[config.mk]
export PLATFORM = sky130hd
export DESIGN_NAME = ram_dp_clear_flat
export DESIGN_NICKNAME = d
export VERILOG_FILES = /design/src/rtl/ram_dp_clear_pkg.sv /design/src/rtl/ram_dp_clear_if.sv /design/src/rtl/ram_dp_clear_core.sv /design/src/rtl/ram_dp_clear.sv /design/src/flat_wrapper.sv
export SDC_FILE = /design/constraint.sdc
export NUM_CORES = 1
export LEC_CHECK = 0
export CORE_ASPECT_RATIO = 0.5
export CORE_MARGIN = 2
export CORE_UTILIZATION = 32
export CTS_CLUSTER_DIAMETER = 40
export DETAILED_ROUTE_END_ITERATION = 10
export HOLD_SLACK_MARGIN = 0.1
export SETUP_SLACK_MARGIN = 0.1
export SLEW_MARGIN = 15
export SYNTH_ARGS = -nofsm -noshare
export SYNTH_HDL_FRONTEND = slang
export SYNTH_SLANG_ARGS = --single-unit
[constraint.sdc]
create_clock -name clk -period 2.3 [get_ports clk]
set_clock_uncertainty 0.15 [all_clocks]
set_input_delay 0.23 -clock clk [delete_from_list [all_inputs] [get_ports clk]]
set_output_delay 0.23 -clock clk [all_outputs]
set_load 0.05 [all_outputs]
[src/rtl/ram_dp_clear_pkg.sv]
// Shared types and helpers for the clearable simple-dual-port RAM.
package ram_pkg;

  typedef enum logic {
    CLEAR = 1'b0,
    READY = 1'b1
  } state_e;

  function automatic int unsigned depth_of(input int unsigned addr_width);
    return 32'd1 << addr_width;
  endfunction

endpackage

[src/rtl/ram_dp_clear_if.sv]
// User-side write/read/clear port bundle of ram_dp_clear.
interface ram_dp_clear_if #(
  parameter int unsigned DATA_WIDTH = 4,
  parameter int unsigned ADDR_WIDTH = 5
);

  logic                  wr_en;
  logic [ADDR_WIDTH-1:0] wr_addr;
  logic [DATA_WIDTH-1:0] wr_data;
  logic                  rd_en;
  logic [ADDR_WIDTH-1:0] rd_addr;
  logic                  clear_req;
  logic [DATA_WIDTH-1:0] rd_data;
  logic                  rd_valid;
  logic                  busy;
  logic                  clear_done;

  modport master (
    output wr_en, wr_addr, wr_data, rd_en, rd_addr, clear_req,
    input  rd_data, rd_valid, busy, clear_done
  );

  modport slave (
    input  wr_en, wr_addr, wr_data, rd_en, rd_addr, clear_req,
    output rd_data, rd_valid, busy, clear_done
  );

endinterface

[src/rtl/ram_dp_clear_core.sv]
// Reset-free storage array: one write port, one enabled registered read port.
module ram_sdp_core
  import ram_pkg::*;
#(
  parameter int unsigned DATA_WIDTH = 4,
  parameter int unsigned ADDR_WIDTH = 5
) (
  input  logic                  clk,
  input  logic                  we,
  input  logic [ADDR_WIDTH-1:0] waddr,
  input  logic [DATA_WIDTH-1:0] wdata,
  input  logic                  re,
  input  logic [ADDR_WIDTH-1:0] raddr,
  output logic [DATA_WIDTH-1:0] rd_q
);

  localparam int unsigned DEPTH = depth_of(ADDR_WIDTH);

  logic [DATA_WIDTH-1:0] mem [DEPTH];

  always_ff @(posedge clk) begin
    if (we) begin
      mem[waddr] <= wdata;
    end
    if (re) begin
      rd_q <= mem[raddr];
    end
  end

endmodule

[src/rtl/ram_dp_clear.sv]
// Simple-dual-port RAM with write-first bypass and a hardware clear sweep
// that runs after every reset or on clear_req.
module ram_dp_clear
  import ram_pkg::*;
#(
  parameter int unsigned           DATA_WIDTH = 4,
  parameter int unsigned           ADDR_WIDTH = 5,
  parameter logic [DATA_WIDTH-1:0] INIT_VALUE = '0
) (
  input  logic           clk,
  input  logic           reset,
  ram_dp_clear_if.slave  bus
);

  localparam int unsigned           DEPTH    = depth_of(ADDR_WIDTH);
  localparam logic [ADDR_WIDTH:0]   CLR_LAST = (ADDR_WIDTH + 1)'(DEPTH - 1);

  state_e                state_q, state_d;
  logic [ADDR_WIDTH:0]   clr_cnt_q, clr_cnt_d;
  logic                  rd_valid_q, rd_valid_d;
  logic                  clear_done_q, clear_done_d;
  logic                  rd_seen_q, rd_seen_d;
  logic                  byp_hit_q, byp_hit_d;
  logic [DATA_WIDTH-1:0] byp_data_q, byp_data_d;

  logic                  mem_we;
  logic [ADDR_WIDTH-1:0] mem_waddr;
  logic [DATA_WIDTH-1:0] mem_wdata;
  logic                  rd_accept;
  logic [DATA_WIDTH-1:0] core_rd;

  always_comb begin
    state_d      = state_q;
    clr_cnt_d    = clr_cnt_q;
    rd_valid_d   = 1'b0;
    clear_done_d = 1'b0;
    rd_seen_d    = rd_seen_q;
    byp_hit_d    = byp_hit_q;
    byp_data_d   = byp_data_q;
    mem_we       = 1'b0;
    mem_waddr    = bus.wr_addr;
    mem_wdata    = bus.wr_data;
    rd_accept    = 1'b0;

    case (state_q)
      CLEAR: begin
        mem_we    = 1'b1;
        mem_waddr = clr_cnt_q[ADDR_WIDTH-1:0];
        mem_wdata = INIT_VALUE;
        clr_cnt_d = clr_cnt_q + 1'b1;
        if (clr_cnt_q == CLR_LAST) begin
          state_d      = READY;
          clear_done_d = 1'b1;
        end
      end
      READY: begin
        mem_we    = bus.wr_en;
        rd_accept = bus.rd_en;
        if (bus.rd_en) begin
          rd_valid_d = 1'b1;
          rd_seen_d  = 1'b1;
          byp_hit_d  = bus.wr_en && (bus.wr_addr == bus.rd_addr);
          byp_data_d = bus.wr_data;
        end
        if (bus.clear_req) begin
          state_d   = CLEAR;
          clr_cnt_d = '0;
        end
      end
      default: begin
        state_d   = CLEAR;
        clr_cnt_d = '0;
      end
    endcase

    if (!reset) begin
      mem_we    = 1'b0;
      rd_accept = 1'b0;
    end
  end

  always_ff @(posedge clk) begin
    if (!reset) begin
      state_q      <= CLEAR;
      clr_cnt_q    <= '0;
      rd_valid_q   <= 1'b0;
      clear_done_q <= 1'b0;
      rd_seen_q    <= 1'b0;
      byp_hit_q    <= 1'b0;
      byp_data_q   <= '0;
    end else begin
      state_q      <= state_d;
      clr_cnt_q    <= clr_cnt_d;
      rd_valid_q   <= rd_valid_d;
      clear_done_q <= clear_done_d;
      rd_seen_q    <= rd_seen_d;
      byp_hit_q    <= byp_hit_d;
      byp_data_q   <= byp_data_d;
    end
  end

  ram_sdp_core #(
    .DATA_WIDTH (DATA_WIDTH),
    .ADDR_WIDTH (ADDR_WIDTH)
  ) u_core (
    .clk   (clk),
    .we    (mem_we),
    .waddr (mem_waddr),
    .wdata (mem_wdata),
    .re    (rd_accept),
    .raddr (bus.rd_addr),
    .rd_q  (core_rd)
  );

  // The array read register has no reset, so rd_data is rebuilt from it:
  // zero until the first accepted read, then bypass data or array data.
  assign bus.rd_data    = !rd_seen_q ? '0 : (byp_hit_q ? byp_data_q : core_rd);
  assign bus.rd_valid   = rd_valid_q;
  assign bus.busy       = (state_q == CLEAR);
  assign bus.clear_done = clear_done_q;

endmodule

[src/flat_wrapper.sv]
// flat-port wrapper written by rule: the top's interface ports become plain ports
module ram_dp_clear_flat import ram_pkg::*;
#(
  parameter int unsigned           DATA_WIDTH = 4,
  parameter int unsigned           ADDR_WIDTH = 5,
  parameter logic [DATA_WIDTH-1:0] INIT_VALUE = '0
)
  (clk, reset, bus_wr_en, bus_wr_addr, bus_wr_data, bus_rd_en, bus_rd_addr, bus_clear_req, bus_rd_data, bus_rd_valid, bus_busy, bus_clear_done);
  ram_dp_clear_if #(.DATA_WIDTH(DATA_WIDTH), .ADDR_WIDTH(ADDR_WIDTH)) bus_i ();
  input  logic clk;
  input  logic reset;
  input wire logic [$bits(bus_i.wr_en)-1:0] bus_wr_en;
  input wire logic [$bits(bus_i.wr_addr)-1:0] bus_wr_addr;
  input wire logic [$bits(bus_i.wr_data)-1:0] bus_wr_data;
  input wire logic [$bits(bus_i.rd_en)-1:0] bus_rd_en;
  input wire logic [$bits(bus_i.rd_addr)-1:0] bus_rd_addr;
  input wire logic [$bits(bus_i.clear_req)-1:0] bus_clear_req;
  output wire logic [$bits(bus_i.rd_data)-1:0] bus_rd_data;
  output wire logic [$bits(bus_i.rd_valid)-1:0] bus_rd_valid;
  output wire logic [$bits(bus_i.busy)-1:0] bus_busy;
  output wire logic [$bits(bus_i.clear_done)-1:0] bus_clear_done;
  assign bus_i.wr_en = bus_wr_en;
  assign bus_i.wr_addr = bus_wr_addr;
  assign bus_i.wr_data = bus_wr_data;
  assign bus_i.rd_en = bus_rd_en;
  assign bus_i.rd_addr = bus_rd_addr;
  assign bus_i.clear_req = bus_clear_req;
  assign bus_rd_data = bus_i.rd_data;
  assign bus_rd_valid = bus_i.rd_valid;
  assign bus_busy = bus_i.busy;
  assign bus_clear_done = bus_i.clear_done;
  ram_dp_clear #(.DATA_WIDTH(DATA_WIDTH), .ADDR_WIDTH(ADDR_WIDTH), .INIT_VALUE(INIT_VALUE)) u_core (.clk(clk), .reset(reset), .bus(bus_i));
endmodule
* Word level (Yosys, flattened, before mapping)
Memories as Yosys holds them, arrays and structs flattened. A register that Yosys moved wholly into a read port is not among the register bits.
Index checks and enable logic that the tools add are counted.
** Word-level totals
- Flip-flop bits (word level) :: 15
- RAM bits :: 128
- Logic and storage cells :: 34
- Memories kept :: 1
** Operators by class
- $add $sub $neg :: 1
- Equal/unequal tests :: 3
- Mux-type cells :: 16
- Bitwise gates (word level) :: 2
- Reductions and logical operators :: 4
** Memories
- u_core.u_core.mem :: depth 32, width 4, rd ports 1, clocked after Yosys merged registers in 1, write ports 1, RTL line ram_dp_clear_core.sv:19 : logic [DATA_WIDTH-1:0] mem [DEPTH];
** Operators with widths (count)
- 4-bit two-way mux :: 3
- 6-bit one-hot mux with 2 select lines :: 1
- 1-bit two-way mux :: 8
- 6-bit by 1-bit adder with 6-bit output, second input constant :: 1
- 6-bit by 5-bit == test with 1-bit output, second input constant :: 1
- 6-bit two-way mux :: 1
- 5-bit == test :: 1
- 5-bit two-way mux :: 1
- 1-bit one-hot mux with 2 select lines :: 2
- 2-bit AND reduction :: 2
- 2-bit inequality test, second input constant :: 1
- 1-bit NOT :: 2
- 2-bit OR reduction :: 1
- 1-bit logical AND :: 1

* Depth between registers and ports, before layout
- Word-level depth :: 5
- Gate-level depth with buffers :: 6

* Cells and area by module
A second synthesis with hierarchy kept.
** Second synthesis, totals
- Cells, all modules :: 329
- Area, all modules :: 6017.0 µm²
** Modules (own cells, without submodules)
- ram_sdp_core :: times used 1, cells an instance 231, area each 5178.7 µm²
- ram_dp_clear :: times used 1, cells an instance 98, area each 838.3 µm²

* Least setup slack after synthesis
No wires, ideal clock.
- Path kind :: in2reg
- From :: input bus_rd_addr[2]
- To :: register u_core.u_core.rd_q[0], read port of u_core.u_core.mem (data pin)
- Library setup time :: 260 ps
- Data arrival time :: 1834 ps
- Required time :: 1890 ps
- Setup slack :: 57 ps
- Stages :: 5
- Path through :: clkbuf_1 -> clkbuf_1 -> mux4_2 -> mux4_2 -> mux2_2
** RTL lines
- start, declared :: RTL line flat_wrapper.sv:16 : input wire logic [$bits(bus_i.rd_addr)-1:0] bus_rd_addr;
- end, declared :: RTL line ram_dp_clear_core.sv:14 : output logic [DATA_WIDTH-1:0] rd_q

==> impl_metrics.env <==
export IMPL_path_cells="clkdlybuf4s50_1, buf_4, mux4_2, mux4_2, mux2_2"
export IMPL_synth_seq_cells=147
export IMPL_grt_total_usage_pct=14.2
export IMPL_setup_ws_ps=151
export IMPL_crit_fanout=20
export IMPL_cp_start_kind="primary input"
export IMPL_clk_pin_slew_worst_paths_ps=60
export IMPL_required_ps=2310
export IMPL_synthesis_area_um2=6020
export IMPL_synth_flop_cell="edfxtp_1"
export IMPL_crit_top_cell="mux4_2"
export IMPL_drc=0
export IMPL_holdPathStages=3
export IMPL_cpPeakStageDelay_ps=480
export IMPL_drive_gt1_share_pct=26.0
export IMPL_yosysTopAreaCell="edfxtp_1"
export IMPL_netlist_top_cells_area="edfxtp_1 66%, mux4_2 15%, dfxtp_1 5.0%"
export IMPL_rsz0062_at_grt="true"
export IMPL_antenna_found_initial=0
export IMPL_period_needed_ps=2150
export IMPL_row_count=35
export IMPL_rrSetupSlack_ps=250
export IMPL_reg2reg_to="u_core.u_core.rd_q[0]$_DFFE_PP_"
export IMPL_grt_pass1_wl_um=20100
export IMPL_grt_pass1_vias=3280
export IMPL_gp_congestion=0.779
export IMPL_fmax_ghz=0.465
export IMPL_hp_start="bus_wr_data[1]"
export IMPL_regArea_um2=4270
export IMPL_finalCritPeriodShare_pct=93.4
export IMPL_pre_cts_slack_ps=-272
export IMPL_tns_ps=0
export IMPL_routed_wl_um=12900
export IMPL_cts_tree="built"
export IMPL_holdPathEnd="u_core.byp_data_q[1]$_SDFFE_PN0P_"
export IMPL_crit_type="in2reg"
export IMPL_irDropWorstVdd_mv=0.563
export IMPL_clockBufferDepth=2
export IMPL_crit_start="bus_rd_addr[2]"
export IMPL_ys_warnings_count=0
export IMPL_fillers=1651
export IMPL_numCtsBuffers=17
export IMPL_path_delay_family="multiplexers"
export IMPL_cp_num_buf_inv=2
export IMPL_max_slew_worst_pin_slew_ps=515
export IMPL_drv_cap=0
export IMPL_power_density_nw_per_um2=813
export IMPL_arrival_ps=2160
export IMPL_syn_to_final_growth_pct=21.9
export IMPL_htreeDepth=4
export IMPL_setup_viol=0
export IMPL_drv_slew=0
export IMPL_worst_path_stages=5
export IMPL_syn_area_per_cell_um2=17.7
export IMPL_synth_edff_count=132
export IMPL_diodes=0
export IMPL_cpMaxStageDelayCell="mux4_2"
export IMPL_multiInputGateArea_um2=1670
export IMPL_dr_total_vias=3157
export IMPL_clock_sinks=147
export IMPL_ant_nets=0
export IMPL_fp_dieH_um=101
export IMPL_ff2ff_path_depth=3
export IMPL_initial_utilization_pct=32.7
export IMPL_via_per_inst=4.76
export IMPL_synthesis_nets=360
export IMPL_dieWidth_um=198
export IMPL_postSynth_asyncResetShare_pct=0
export IMPL_ys_top_cells_by_count="132 x edfxtp_1, 40 x mux4_2, 32 x nor2_1"
export IMPL_clkLatencyLatePin_ps=420
export IMPL_critPathCaptureType="flop"
export IMPL_die_area_um2=20000
export IMPL_grt_max_degree=33
export IMPL_io_pins=26
export IMPL_netlist_instances=340
export IMPL_yosysMostFrequentCell="edfxtp_1"
export IMPL_drt_pre_antenna_iters=4
export IMPL_worst_slew_margin_rel_pct=65.6
export IMPL_clockRootBuffer="clkbuf_16"
export IMPL_drt_iter0_drc=321
export IMPL_hp_class="in2reg"
export IMPL_nets=411
export IMPL_p_leak_nw=2.28
export IMPL_yosys_area_top_type_share_pct=65.8
export IMPL_synth_cell_types=34
export IMPL_port_buffers=25
export IMPL_reg2reg_from="u_core.u_core.mem[24][0]$_DFFE_PP_"
export IMPL_detailed_place_hpwl_um=8540
export IMPL_routedWlPerCell_um=19.4
export IMPL_core_um2=18400
export IMPL_hold_viol_final=0
export IMPL_grt_ovfl_total=0
export IMPL_outcome="finished, final reports clean"
export IMPL_seq_area_frac_synth_pct=70.8
[cells by family (layout without fill, tap and decap cells)]
| group | after synthesis | in the layout | share of synthesized area [%] |
|---|---|---|---|
| AO/OA/AOI/OAI | 26 | 26 | 2.89 |
| AND/OR/NAND/NOR | 90 | 90 | 6.87 |
| multiplexers | 51 | 51 | 16.9 |
| buffers and inverters | 20 | 84 | 1.64 |
| adder cells (fa/ha/maj) | 1 | 1 | 0.208 |
| flip-flops | 147 | 147 | 70.8 |
| XOR/XNOR | 5 | 5 | 0.727 |
[tightest hold or removal path, delay by kind of cell]
kind,cells,cell delay (ps)
buf+inv,1,430
compound gates,1,60
simple gates,1,60
[power breakdown]
part	internal (mW)	switching, mW	total, mW
clock	1.71	1.09	2.80
combinational	0.144	0.124	0.268
sequential	2.89	0.0114	2.90
total	4.75	1.22	5.97
[timing repair]
item	4_1_cts	5_1_grt
hold buffers	0	0
resized for setup	5	2
setup endpoints to repair	28	15
setup buffers	0	0
[metal layers]
| metal | vias up | track usage [%] | wire (µm) |
|---|---|---|---|
| li1 | 1445 | - | - |
| met1 | 1624 | 19.3 | 5860 |
| met3 | 5 | 4.45 | 814 |
| met4 | 0 | 4.92 | 91 |
| met2 | 83 | 21.7 | 6120 |
| met5 | - | 0 | 0 |
[state kept, by name (all words and copies together), names as in the netlist]
signal,flops
u_core.byp_data_q,4
u_core.state_q,1
u_core.rd_seen_q,1
u_core.byp_hit_q,1
u_core.u_core.mem,128
u_core.bus.rd_valid,1
u_core.clr_cnt_q,6
u_core.u_core.rd_q,4
u_core.bus.clear_done,1
[how the worst max path moves through the flow]
| stage | to |
|---|---|
| floorplan | u_core.u_core.rd_q[0]$_DFFE_PP_ |
| finish | u_core.u_core.rd_q[0]$_DFFE_PP_ |
| CTS | u_core.u_core.rd_q[0]$_DFFE_PP_ |
| global route | u_core.u_core.mem[24][2]$_DFFE_PP_ |
| detailed placement | u_core.u_core.rd_q[0]$_DFFE_PP_ |
| global placement | u_core.u_core.rd_q[0]$_DFFE_PP_ |
[area by class of cell]
| class | count | share of cell area, % |
|---|---|---|
| clock buffer | 17 | 5.79 |
| clock inverter | 15 | 2.44 |
| inverter | 2 | 0.102 |
| multi-input combinational | 173 | 22.7 |
| sequential | 147 | 58.1 |
| tap | 259 | 4.41 |
| timing repair buffer | 50 | 6.47 |
[through the flow]
step,cells,cell area [µm²],total power [mW],hold slack [ps],utilization [%]
floorplan,340,6040,3.12,225,-
CTS,663,7340,6.01,250,39.8
global placement,631,6740,3.23,299,36.5
detailed placement,631,6740,3.23,302,36.5
finish,663,7340,5.97,269,39.8
global route,663,7340,6.16,260,39.8
[placed cells by master, fill, tap and decap left out, drive strengths merged, types with 4 or more instances in the layout]
| cell type | synthesis | final |
|---|---|---|
| nand3 | 5 | 5 |
| mux4 | 40 | 40 |
| o21ai | 9 | 9 |
| clkdlybuf4s50 | 0 | 19 |
| dfxtp | 15 | 15 |
| mux2 | 5 | 5 |
| edfxtp | 132 | 132 |
| dlygate4sd2 | 0 | 4 |
| inv | 2 | 6 |
| a21boi | 6 | 6 |
| and2 | 8 | 8 |
| clkbuf | 13 | 17 |
| nor2b | 7 | 7 |
| xor2 | 4 | 4 |
| nor2 | 32 | 32 |
| nand2 | 25 | 25 |
| clkinv | 0 | 6 |
| buf | 5 | 27 |
| mux2i | 6 | 6 |
Note: power is estimated with default switching activity, not from simulation.
